**src/rtl/wtr_burst_decoder.sv**
```systemverilog
// ---------------------------------------------------------------------------
// wtr_burst_decoder
//
// Purpose:
//   Turns a binary write-to-register select code into a registered one-hot
//   write-enable vector for the datapath register bank. A request can also
//   ask for a burst. A burst drives consecutive register codes on
//   consecutive cycles, wrapping from NUM_REGS back to 1.
//
// Parameters:
//   NUM_REGS  number of writable registers (valid codes 1..NUM_REGS)
//   SEL_W     select width, needs 2**SEL_W > NUM_REGS
//   LEN_W     burst-length width (extra registers after the start)
//
// Ports:
//   clk         system clock, rising edge
//   rst         synchronous active-high reset
//   wtr_sel     start register code
//   wtr_en      request strobe
//   burst_len   extra registers after the start (0 = single write)
//   wtr_onehot  registered write enables, bit k -> register code k+1
//   busy        high while a burst still has enables left after this one
//   done        pulse on the final enable of an accepted request
//   req_err     pulse one cycle after a rejected request
//   wr_count    (only with WTR_WRITE_COUNT_EN) saturating count of cycles
//               with any enable asserted
//
// Build option:
//   WTR_WRITE_COUNT_EN  adds the wr_count output and its counter.
// ---------------------------------------------------------------------------
module wtr_burst_decoder #(
  parameter int NUM_REGS = 14,
  parameter int SEL_W    = 5,
  parameter int LEN_W    = 4
) (
  input  logic                clk,
  input  logic                rst,
  input  logic [SEL_W-1:0]    wtr_sel,
  input  logic                wtr_en,
  input  logic [LEN_W-1:0]    burst_len,
  output logic [NUM_REGS-1:0] wtr_onehot,
  output logic                busy,
  output logic                done,
`ifdef WTR_WRITE_COUNT_EN
  output logic [15:0]         wr_count,
`endif
  output logic                req_err
);

  typedef enum logic {
    IDLE  = 1'b0,
    BURST = 1'b1
  } state_t;

  state_t              state_reg;
  logic [SEL_W-1:0]    cur_sel_reg;
  logic [LEN_W-1:0]    remaining_reg;
  logic [NUM_REGS-1:0] onehot_reg;
  logic                done_reg;
  logic                req_err_reg;

  // A request is valid only for codes 1..NUM_REGS. Code 0 means no write.
  logic                sel_valid;
  // This is the next code in a burst. Code 0 is skipped on wrap.
  logic [SEL_W-1:0]    adv_sel;
  logic [NUM_REGS-1:0] req_dec;
  logic [NUM_REGS-1:0] adv_dec;

  assign sel_valid = (wtr_sel != '0) && (wtr_sel <= SEL_W'(NUM_REGS));
  assign adv_sel   = (cur_sel_reg == SEL_W'(NUM_REGS)) ? SEL_W'(1)
                                                       : cur_sel_reg + SEL_W'(1);

  // Each decoder compares against a single code, so both vectors stay
  // one-hot or zero by construction.
  genvar gi;
  generate
    for (gi = 0; gi < NUM_REGS; gi++) begin : g_dec
      assign req_dec[gi] = (wtr_sel == SEL_W'(gi + 1));
      assign adv_dec[gi] = (adv_sel == SEL_W'(gi + 1));
    end
  endgenerate

  always_ff @(posedge clk) begin
    if (rst) begin
      state_reg     <= IDLE;
      cur_sel_reg   <= '0;
      remaining_reg <= '0;
      onehot_reg    <= '0;
      done_reg      <= 1'b0;
      req_err_reg   <= 1'b0;
    end else begin
      // The pulses and enables default to idle. Each branch below only
      // raises the ones that apply.
      onehot_reg  <= '0;
      done_reg    <= 1'b0;
      req_err_reg <= 1'b0;

      case (state_reg)
        IDLE: begin
          if (wtr_en) begin
            if (sel_valid) begin
              onehot_reg  <= req_dec;
              cur_sel_reg <= wtr_sel;
              if (burst_len == '0) begin
                // A single write ends here. Stay in IDLE so a new
                // request can be taken on every cycle.
                done_reg <= 1'b1;
              end else begin
                state_reg     <= BURST;
                remaining_reg <= burst_len;
              end
            end else begin
              req_err_reg <= 1'b1;
            end
          end
        end

        BURST: begin
          onehot_reg    <= adv_dec;
          cur_sel_reg   <= adv_sel;
          remaining_reg <= remaining_reg - LEN_W'(1);
          // When one enable is left, that enable is the final one. The
          // state goes back to IDLE on the same edge, so busy is already
          // low on the final-enable cycle and a new request can be taken.
          if (remaining_reg == LEN_W'(1)) begin
            done_reg  <= 1'b1;
            state_reg <= IDLE;
          end
          // A request during a burst is rejected. The burst carries on.
          if (wtr_en) begin
            req_err_reg <= 1'b1;
          end
        end

        default: begin
          state_reg <= IDLE;
        end
      endcase
    end
  end

  assign wtr_onehot = onehot_reg;
  assign busy       = (state_reg == BURST);
  assign done       = done_reg;
  assign req_err    = req_err_reg;

`ifdef WTR_WRITE_COUNT_EN
  logic [15:0] wr_count_reg;

  // This counts every cycle on which any enable is visible. It holds at
  // all-ones instead of wrapping.
  always_ff @(posedge clk) begin
    if (rst) begin
      wr_count_reg <= '0;
    end else if ((|onehot_reg) && (wr_count_reg != 16'hFFFF)) begin
      wr_count_reg <= wr_count_reg + 16'd1;
    end
  end

  assign wr_count = wr_count_reg;
`endif

endmodule

```
**config.mk**
```make
export PLATFORM = sky130hd
export DESIGN_NAME = wtr_burst_decoder
export DESIGN_NICKNAME = d
export VERILOG_FILES = /design/src/rtl/wtr_burst_decoder.sv
export SDC_FILE = /design/constraint.sdc
export NUM_CORES = 1
export LEC_CHECK = 0
export CORE_MARGIN = 1
export CORE_UTILIZATION = 53
export DETAILED_ROUTE_END_ITERATION = 7
export PLACE_DENSITY = 0.95
export REMOVE_ABC_BUFFERS = 1
export SYNTH_ARGS = -nofsm -noshare
export SYNTH_HDL_FRONTEND = slang
export SYNTH_SLANG_ARGS = --single-unit
```
**constraint.sdc**
```tcl
create_clock -name clk -period 5.83 [get_ports clk]
set_clock_uncertainty 0.2 [all_clocks]
set_input_delay 1.166 -clock clk [delete_from_list [all_inputs] [get_ports clk]]
set_output_delay 1.166 -clock clk [all_outputs]
set_load 0.005 [all_outputs]
```
# Yosys cells after proc, flatten, opt, wreduce, memory -nomap -nowiden
# Cells that the tools add are included.
# Widths: inputs -> output; s select.
[word_totals]
regBits = 26
wordCells = 73
[classes]
n_reduce_logical = 5
muxes = 25
magnitude_cmp = 1
n_eq_ne = 33
bitwise = 1
addsub = 2
[op_table]
columns = ["cell", "n"]
rows = [
  ["$eq 5x4->1 const B", 15],
  ["$eq 5x3->1 const B", 8],
  ["$mux 14", 2],
  ["$pmux 14 s2", 1],
  ["$eq 5x2->1 const B", 4],
  ["$mux 5", 3],
  ["$mux 4", 3],
  ["$mux 1", 11],
  ["$eq 5x1->1 const B", 2],
  ["$pmux 5 s2", 1],
  ["$pmux 4 s2", 1],
  ["$ne 2x2->1 const B", 3],
  ["$pmux 1 s2", 3],
  ["$add 5x1->5 const B", 1],
  ["$le 5x4->1 const B", 1],
  ["$reduce_bool 5->1", 1],
  ["$eq 4x1->1 const B", 1],
  ["$logic_not 4->1", 1],
  ["$sub 4x1->4 const B", 1],
  ["$reduce_and 3->1", 1],
  ["$reduce_and 2->1", 1],
  ["$logic_and 1x1->1", 1],
  ["$not 1->1", 1],
]

# Longest topological paths before layout
[logic_depth]
word_depth = 5
ltp_mapped = 6

# Least setup slack after synthesis
# OpenSTA, ideal clock, no wires.
[synth_timing]
kind = "input port to flip-flop"
startpoint = "input port wtr_sel[2]"
endpoint = "register remaining_reg[2]"
required_time_ns = 5.490
arrival_time_ns = 2.348
setup_time_ns = 0.140
setup_slack_ns = 3.142
stages = 5
path_cell_list = "buf_6 -> or4_4 -> and3_4 -> a221oi_2 -> a211oi_1"
[synth_between]
elab_chain_len = 4
word_cells_on_any_way = 5
cone_classes = "1 x order compare; 1 x eq/ne; 3 x reduce/logical"
[synth_lines]
columns = ["item", "line_no", "rtl"]
rows = [
  ["from (decl)", "38", "input logic [SEL_W-1:0] wtr_sel,"],
  ["$le 5x4->1 / $reduce_bool 5->1 (equally long branches)", "69", "assign sel_valid = (wtr_sel != '0) && (wtr_sel <= SEL_W'(NUM_REGS));"],
  ["$logic_and 1x1->1 *", "69", ""],
  ["$ne 2x2->1 (no line) *", "-", ""],
  ["$reduce_and 3->1 (no line) *", "-", ""],
  ["to (signal assigned)", "110", "remaining_reg <= burst_len;"],
  ["to (signal assigned)", "121", "remaining_reg <= remaining_reg - LEN_W'(1);"],
  ["to (decl)", "57", "logic [LEN_W-1:0] remaining_reg;"],
]
# Mark *: on every way between the ends. The rest lies on a longest branch, timed or not.
# A chain may end at the register's enable or synchronous reset.

# Worst setup path after layout
[layout_timing]
startpoint = "register state_reg (netlist: busy)"
endpoint = "output port busy"
[layout_rtl]
columns = ["item", "line_no", "rtl"]
rows = [
  ["from (decl)", "55", "state_t state_reg;"],
  ["from (signal assigned)", "85", "state_reg <= IDLE;"],
  ["from (signal assigned)", "109", "state_reg <= BURST;"],
  ["from (signal assigned)", "127", "state_reg <= IDLE;"],
  ["to (decl)", "42", "output logic busy,"],
]
# No word-level cell between the ends.

==> run_summary.xml <==
<?xml version="1.0" encoding="UTF-8"?>
<metrics>
  <group name="status">
    <metric name="run_status" unit="">complete, no violations</metric>
  </group>
  <group name="critical_path">
    <metric name="timing.rr.start" unit="">busy</metric>
    <metric name="timing.critical_path.slowest_cell_delay" unit="ns">0.85</metric>
    <metric name="worst_path_bufs_invs" unit="">1</metric>
    <metric name="endpoint_class_of_the_critical_path" unit="">output pin</metric>
    <metric name="crit_path_max_fanout" unit="">21</metric>
    <metric name="cpMaxStageDelayCell" unit="">dfxtp_1</metric>
    <metric name="required_time_at_the_worst_slack_endpoint" unit="ns">4.46</metric>
    <metric name="reg2regPathDepth" unit="">4</metric>
    <metric name="rr_endpoint" unit="">wtr_onehot[0]</metric>
    <metric name="ff2ff_setup_slack" unit="ns">3.67</metric>
    <metric name="crit_chain" unit="">clkdlybuf4s50_1</metric>
    <metric name="dominant_delay_contributor_by_cell_family_on_the_critical_path" unit="">flip-flops</metric>
    <metric name="worstSetupStartpointType" unit="">flip-flop</metric>
    <metric name="cp_data_arrival_time" unit="ns">1.82</metric>
    <metric name="crit_type" unit="">flip-flop to output pin</metric>
  </group>
  <group name="synthesis">
    <metric name="synthCells" unit="">147</metric>
    <metric name="yosysTopAreaCellShare" unit="%">39.7</metric>
    <metric name="async_flop_share" unit="%">0</metric>
    <metric name="ys_ff_latch" unit="">26</metric>
    <metric name="synth-main-ff-cell" unit="">dfxtp_1</metric>
    <metric name="yosys.area.top_type" unit="">dfxtp_1</metric>
    <metric name="synth_cell_type_count" unit="">45</metric>
    <metric name="synth_seq_area_share" unit="%">39.7</metric>
    <metric name="synth_edf_count" unit="">0</metric>
    <metric name="synth.cells.most_frequent" unit="">dfxtp_1, nand2_1, o22ai_1</metric>
    <metric name="most_common_cell_in_the_synthesized_netlist" unit="">dfxtp_1</metric>
    <metric name="post_synthesis_instance_area" unit="sq um">1310</metric>
    <metric name="syn_avg_cell_area" unit="sq um">8.93</metric>
    <metric name="synth_warnings" unit="">0</metric>
    <metric name="synth.top_cells.by_area" unit="">dfxtp_1, o22ai_1, nand2_1</metric>
  </group>
  <group name="die">
    <metric name="core_region_area" unit="sq um">2280</metric>
    <metric name="placement_rows" unit="">17</metric>
    <metric name="io_pins" unit="">29</metric>
    <metric name="die-area" unit="sq um">2680</metric>
    <metric name="chipWidth" unit="um">51.8</metric>
    <metric name="die_height" unit="um">51.8</metric>
    <metric name="effective_utilization_at_floorplan" unit="%">57.7</metric>
  </group>
  <group name="sta">
    <metric name="achievable-frequency" unit="MHz">314</metric>
    <metric name="timing.max_slew.rel_slack" unit="%">48.3</metric>
    <metric name="timing.final.ws_setup" unit="ns">2.64</metric>
    <metric name="setup-violations-final" unit="">0</metric>
    <metric name="fin_setup_tns" unit="ns">0</metric>
    <metric name="unrepaired_setup_endpoints_after_global_routing" unit="">false</metric>
    <metric name="finalHoldViolCount" unit="">0</metric>
    <metric name="max_slew.worst_pin.slew" unit="ns">0.775</metric>
    <metric name="min_period" unit="ns">3.19</metric>
    <metric name="fin_crit_sh" unit="%">54.7</metric>
    <metric name="timing.final.max_slew_violations" unit="">0</metric>
  </group>
  <group name="global_route">
    <metric name="globalRoute.totalOverflow" unit="">0</metric>
    <metric name="grt_first_pass_wirelength" unit="mm">5.38</metric>
    <metric name="pin_count_of_the_biggest_net_entering_global_routing" unit="">22</metric>
    <metric name="grt_pass1_vias" unit="">1197</metric>
    <metric name="globalRouteTotalUtil" unit="%">26.6</metric>
    <metric name="grt_antenna_before_repair" unit="">0</metric>
  </group>
  <group name="detailed_routing">
    <metric name="detail-route-antenna-nets" unit="">0</metric>
    <metric name="drt_first_pass_iters" unit="">5</metric>
    <metric name="met3RoutedLength" unit="um">223</metric>
    <metric name="drt_drc_violations_left" unit="">0</metric>
    <metric name="detail_route.iter0.violations" unit="">55</metric>
    <metric name="met2WireLength" unit="mm">1.55</metric>
    <metric name="m1WireLength" unit="mm">1.25</metric>
    <metric name="detailroute.via_count" unit="">1294</metric>
    <metric name="routed.top_layer" unit="">met4</metric>
    <metric name="route.final.wire_length" unit="mm">3.13</metric>
    <metric name="avgViaCountPerCell" unit="">6.54</metric>
    <metric name="routed_wire_length_per_instance" unit="um">15.8</metric>
  </group>
  <group name="min_path">
    <metric name="timing.hold.worst.start" unit="">cur_sel_reg[4]</metric>
    <metric name="hold_path.class" unit="">flip-flop to flip-flop</metric>
    <metric name="hold_path_depth" unit="">2</metric>
    <metric name="hold_end" unit="">cur_sel_reg[4]</metric>
  </group>
  <group name="place">
    <metric name="gp_congestion" unit="">0.877</metric>
    <metric name="place.detailed.hpwl" unit="mm">2.32</metric>
    <metric name="numPlacedInstances" unit="">194</metric>
    <metric name="portBuffers" unit="">28</metric>
    <metric name="worst_setup_slack_after_placement" unit="ns">2.54</metric>
  </group>
  <group name="clocking">
    <metric name="ctsHoldBuffers" unit="">0</metric>
    <metric name="cts_root_buf" unit="">clkbuf_4</metric>
    <metric name="clk_transition_reported_paths" unit="ns">0.15</metric>
    <metric name="cts.repair.resized" unit="">0</metric>
    <metric name="max-clock-path-buffers" unit="">2</metric>
    <metric name="numCtsBuffers" unit="">3</metric>
    <metric name="ctsHtreeMaxLevel" unit="">1</metric>
    <metric name="clock_tree_from_tritoncts" unit="">yes</metric>
    <metric name="postCtsSetupRepairBufs" unit="">0</metric>
    <metric name="clkLatencyLatePin" unit="ns">0.33</metric>
    <metric name="clkSinkCount" unit="">26</metric>
  </group>
  <group name="layout">
    <metric name="layout.filler_cells" unit="">187</metric>
    <metric name="antennaDiodeCount" unit="">0</metric>
    <metric name="areaGrowthSynthToFinish" unit="%">24.7</metric>
    <metric name="largest_register_ffs" unit="">14</metric>
    <metric name="drive_gt1_share" unit="%">8.24</metric>
    <metric name="instances_no_fill" unit="">198</metric>
    <metric name="final_net_count" unit="">187</metric>
  </group>
  <group name="power">
    <metric name="cellInternalPower" unit="uW">288</metric>
    <metric name="total_leakage_power" unit="uW">0.000559</metric>
    <metric name="vdd.ir_drop.worst" unit="mV">0.151</metric>
    <metric name="p_clk_share" unit="%">31.7</metric>
    <metric name="power.switching" unit="uW">106</metric>
    <metric name="pwr_density_cell" unit="nW/um^2">240</metric>
    <metric name="part_of_the_power_in_combinational_logic" unit="%">17.8</metric>
    <metric name="seq_power_share" unit="%">50.5</metric>
    <metric name="switching_share" unit="%">26.9</metric>
  </group>
  <group name="job">
    <metric name="max-cap-violations" unit="">0</metric>
  </group>
</metrics>
power groups by stage:
stage / Sequential (uW) / Clock (uW) / Combinational, uW
3_3_place_gp: 201 / 0 / 64.6
3_5_place_dp: 202 / 0 / 67.8
5_1_grt: 200 / 133 / 76.9
2_1_floorplan: 199 / 0 / 41.1
6_report: 199 / 125 / 70.0
4_1_cts: 198 / 125 / 68.7
how the worst max path moves through the flow:
stage | startpoint | to | slack, ns | depth (start not counted)
after global routing | busy | busy | 2.57 | 1
after global placement | wtr_sel[3] | remaining_reg[2] | 2.60 | 5
final | busy | busy | 2.64 | 1
after CTS | busy | busy | 2.67 | 1
after detailed placement | wtr_sel[3] | remaining_reg[0] | 2.54 | 5
after floorplan | wtr_sel[2] | remaining_reg[2] | 3.25 | 4
layout make-up:
type,count,area (sq um),share of cell area (%)
multi-input combinational,106,726,44.3
sequential,26,520,31.8
timing repair buffer,28,280,17.1
tap,28,35.0,2.14
clock inverter,1,30.0,1.83
clock buffer,3,22.5,1.38
inverter,6,22.5,1.38
layer usage:
layer,vias to the layer above,GRT usage (%)
met5,-,0
met4,0,14.4
met3,19,3.80
met2,73,45.7
met1,596,31.6
li1,606,-
cell families (layout without fill, tap and decap cells):
group           count (synthesis)  count (layout)  share of synthesized area, %
simple gates                   60              60                          26.9
compound gates                 38              38                          21.9
flops                          26              26                          39.7
buf+inv                        15              38                          5.05
fa+ha+maj                       4               4                          3.81
xor+xnor                        4               4                          2.67
cells in the final DEF, fill, tap and decap left out, types with 3 or more instances in the layout:
master / netlist / layout
dfxtp_1: 26 / 26
a31oi_1: 4 / 4
nand3_1: 8 / 8
or4_1: 3 / 3
nand2b_1: 3 / 3
nor2_1: 6 / 6
clkbuf_4: 0 / 3
a211oi_1: 5 / 5
ha_1: 4 / 4
o22ai_1: 15 / 15
nand4_1: 3 / 3
inv_1: 6 / 6
nand2_1: 16 / 16
clkdlybuf4s50_1: 0 / 28
stage by stage:
step / utilization [%] / total power (uW) / hold slack, ns / cell area, sq um
6_report: 71.9 / 394 / 0.321 / 1640
5_1_grt: 71.9 / 410 / 0.347 / 1640
4_1_cts: 71.9 / 391 / 0.318 / 1640
3_5_place_dp: 69.6 / 270 / 0.299 / 1580
3_3_place_gp: 69.6 / 266 / 0.276 / 1580
2_1_floorplan: - / 240 / 0.259 / 1270
Note: power is estimated with default switching activity, not from simulation.
==> RTL edit 1, RTL diff (same settings) <==
The parameter `NUM_REGS` goes from 14 to 7.
--- a/src/rtl/wtr_burst_decoder.sv
+++ b/src/rtl/wtr_burst_decoder.sv
@@ -31,3 +31,3 @@
 module wtr_burst_decoder #(
-  parameter int NUM_REGS = 14,
+  parameter int NUM_REGS = 7,
   parameter int SEL_W    = 5,
Ports: changed (resized wtr_onehot); port bits go from 29 to 22. No check against the original RTL was run, so the function may have changed too.
==> RTL edit 1 against the unedited design <==
Global-route usage increased by 1.2 points; non-clock buffer count fell by 7; die area fell by 22%; setup slack gained 0.19 ns; area after synthesis fell by 22%; total power fell by 37%; final area down 23%; routed wire length shrank 22%; critical path depth unchanged; count of clock-buffer cells in the layout rose by 1; sequential cell count down 7.
==> RTL edit 1: results (changes against the unedited design) <==
Synthesis
  – Cell variety after synth: 40 (-11%)
  – Largest cells by area after synthesis: dfxtp_1 37%, ha_1 6.1%, a21oi_1 4.4%
  – Post-synth top cells: 19 x dfxtp_1, 9 x a21oi_1, 7 x nand2_1
  – Mapped Cells: 114 (-22%)

Clock network
  – Clock transition at the registers of the reported paths: 0.10 ns (-0.05 ns)
  – Clk Latency, worst-skew pair: 0.30 ns (-0.03 ns)

Power and ir drop
  – Leakage: 0.417 nW (-25%)
  – Worst ir drop on vdd: 139 uV (-8.0%)

Final layout
  – Fill cells: 127 (-32%)
  – Synth-to-layout area growth: 23.3%
  – Nets: 151 (-19%)
  – Share of layout cells above drive strength 1: 0.0752 (-0.00716)
  – Max reg flops: 7 (-7)
  – Post-route insts no fill: 158 (-20%)

Worst setup path
  – WP data arrival: 1.63 ns (-0.19 ns)
  – Critical Path Max Stage Delay: 0.72 ns (-0.13 ns)
  – CP Max Fanout: 15 (-29%)

Placement
  – Final HPWL DP: 1780 um (-23%)
  – Pre-CTS setup slack: 2.78 ns (+0.238 ns)
  – Port-buffer cells: 21 (-25%)
  – GPL Wtd Cong: 0.899 (+2.5%)
  – Placed cell area: 0.00123 mm^2 (-22%)

Detailed routing
  – Router iterations before antenna repair: 4 (-1)
  – Number of DRC markers in iteration 0: 33 (-40%)
  – Vias: 958 (-26%)

Global routing
  – Pin count of the biggest net entering global routing: 20 (-9.1%)
  – Vias in the first global route: 929 (-22%)
  – GRT Overall Usage: 0.277 (+0.0116)

Hold path
  – HP Class: register to register

Outcome
  – Run status: completed
-- RTL edit 1: power by group --
part           leakage (nW)  switching, mW  internal (mW)
clock network        0.0150         0.0404         0.0267
logic                 0.247         0.0184         0.0207
registers             0.154        0.00698          0.135
total                 0.417         0.0657          0.182
-- RTL edit 1: area by class of cell --
class | instances | area share
multi-input cells | 82 | 0.463
flip-flops and latches | 19 | 0.303
repair buffers | 21 | 0.167
well taps | 25 | 0.0249
clock buffers | 4 | 0.0209
inverters | 7 | 0.0209
-- RTL edit 1: layer usage --
layer / wire (um) / global-route usage / vias up
met1: 1010 / 0.308 / 442
met4: 65 / 0.188 / 0
met3: 120 / 0.0675 / 7
li1: - / - / 466
met2: 1250 / 0.463 / 43
met5: 0 / 0 / -
-- RTL edit 1: logic make-up after synthesis --
| kind of cell | Yosys count | share of synthesized area |
|---|---|---|
| AOI/OAI and AO/OA | 33 | 0.222 |
| xor gates and xnor gates | 3 | 0.0258 |
| adders and majority gates | 5 | 0.0614 |
| buffers and inverters | 13 | 0.0553 |
| DFF | 19 | 0.373 |
| muxes | 2 | 0.0197 |
| and+or+nand+nor | 39 | 0.242 |
-- RTL edit 1: final timing paths --
check | start | to | slack, ns | depth (start not counted)
max | busy$_SDFF_PP0_ | busy | 2.83 | 1
min | remaining_reg[3]$_SDFFE_PP0P_ | remaining_reg[3]$_SDFFE_PP0P_ | 0.32 | 2
max reg2reg | busy$_SDFF_PP0_ | done$_SDFF_PP0_ | 3.62 | 4
min reg2reg | remaining_reg[3]$_SDFFE_PP0P_ | remaining_reg[3]$_SDFFE_PP0P_ | 0.32 | 2
==> RTL edit 2, RTL diff (same settings) <==
Made on the original files. Register the output `req_err` once more, without a reset; this adds one clock of latency there. The other outputs are not delayed to match. Comments in the files are not updated.
--- a/src/rtl/wtr_burst_decoder.sv
+++ b/src/rtl/wtr_burst_decoder.sv
@@ -144,3 +144,5 @@
   assign done       = done_reg;
-  assign req_err    = req_err_reg;
+  always_ff @(posedge clk) begin
+    req_err <= req_err_reg;
+  end
 
Check against the original RTL: not equivalent (Yosys sat finds a counterexample within 4 cycles, from zero or initial values and one cycle with rst high).
==> RTL edit 2 against the unedited design <==
Highest routed layer unchanged; die area increased by 1.5%; critical path depth did not move; non-clock buffer count did not move; total power shrank 9.2%; area after synthesis rose by 1.5%; largest power group unchanged; routed wire length is 3.1% lower; sequential cell count increased by 1; via count fell by 3.4%; fmax rose by 0.95%; synthesized cell count increased by 0.68%; largest cell class unchanged; setup slack gained 0.030 ns; final area shrank 0.15%; global-route usage fell by 2.6 points.
==> RTL edit 2: results (changes against the unedited design) <==
Outcome
  – Run status: completed

Final layout
  – Fraction of area in multi-input gates: 0.444 (+0.000678)
  – FF+latch count: 27 (+3.8%)
  – Clock Network Area Fraction: 0.0184 (-0.0137)
  – Fill cells: 181 (-3.2%)

Worst setup path
  – R2R setup slack: 3.70 ns (+0.03 ns)
  – WP data arrival: 1.79 ns (-0.03 ns)
  – Critical Path Max Stage Delay: 0.83 ns (-0.02 ns)

Synthesis
  – XOR/XNOR share of the synthesized area: 0.0263 (-0.000401)
  – Compound-cell area share of the yosys netlist: 0.216 (-0.00329)
  – Adder-Cell Fraction of Synth Area: 0.0376 (-0.000573)
  – Sequential share of the synthesized area: 0.406 (+0.00907)
  – Post-synth top cells: 27 x dfxtp_1, 16 x nand2_1, 15 x o22ai_1, 8 x nand3_1

Floorplan
  – Die Wd: 52.1 um (+0.72%)

Detailed routing
  – Number of DRC markers in iteration 0: 61 (+11%)
  – Wl on met1: 1200 um (-3.6%)
  – WL met3: 224 um (+0.45%)
  – Router iterations before antenna repair: 4 (-1)
  – Met2 routed WL: 1580 um (+1.9%)

Power and ir drop
  – Clock power share: 0.230 (-0.087)
  – Power Dens Cells: 219 mW/mm^2 (-9.1%)
  – P_int: 252 uW (-13%)
  – Worst ir drop on vdd: 169 uV (+12%)
  – Seq pwr: 206 uW (+4%)

Timing
  – Worst-Margin Slew: 0.742 ns (-0.0322 ns)
  – Post-layout min period: 3.16 ns (-0.0300 ns)
[RTL edit 2: how the worst min path moves through the flow]
| stage | start | depth (start not counted) | slack, ns | to |
|---|---|---|---|---|
| after floorplan | req_err_reg$_SDFF_PP0_ | 0 | 0.11 | req_err$_DFF_P_ |
| after global placement | req_err_reg$_SDFF_PP0_ | 0 | 0.11 | req_err$_DFF_P_ |
| after detailed placement | req_err_reg$_SDFF_PP0_ | 0 | 0.12 | req_err$_DFF_P_ |
| after CTS | req_err_reg$_SDFF_PP0_ | 0 | 0.15 | req_err$_DFF_P_ |
| after global routing | req_err_reg$_SDFF_PP0_ | 0 | 0.16 | req_err$_DFF_P_ |
| final | req_err_reg$_SDFF_PP0_ | 0 | 0.15 | req_err$_DFF_P_ |
[RTL edit 2: logic make-up (layout without fill, tap and decap cells)]
group,count (synthesis),count (layout)
buf+inv,15,38
flops,27,27
xor+xnor,4,4
simple gates,60,60
fa+ha+maj,4,4
compound gates,38,38
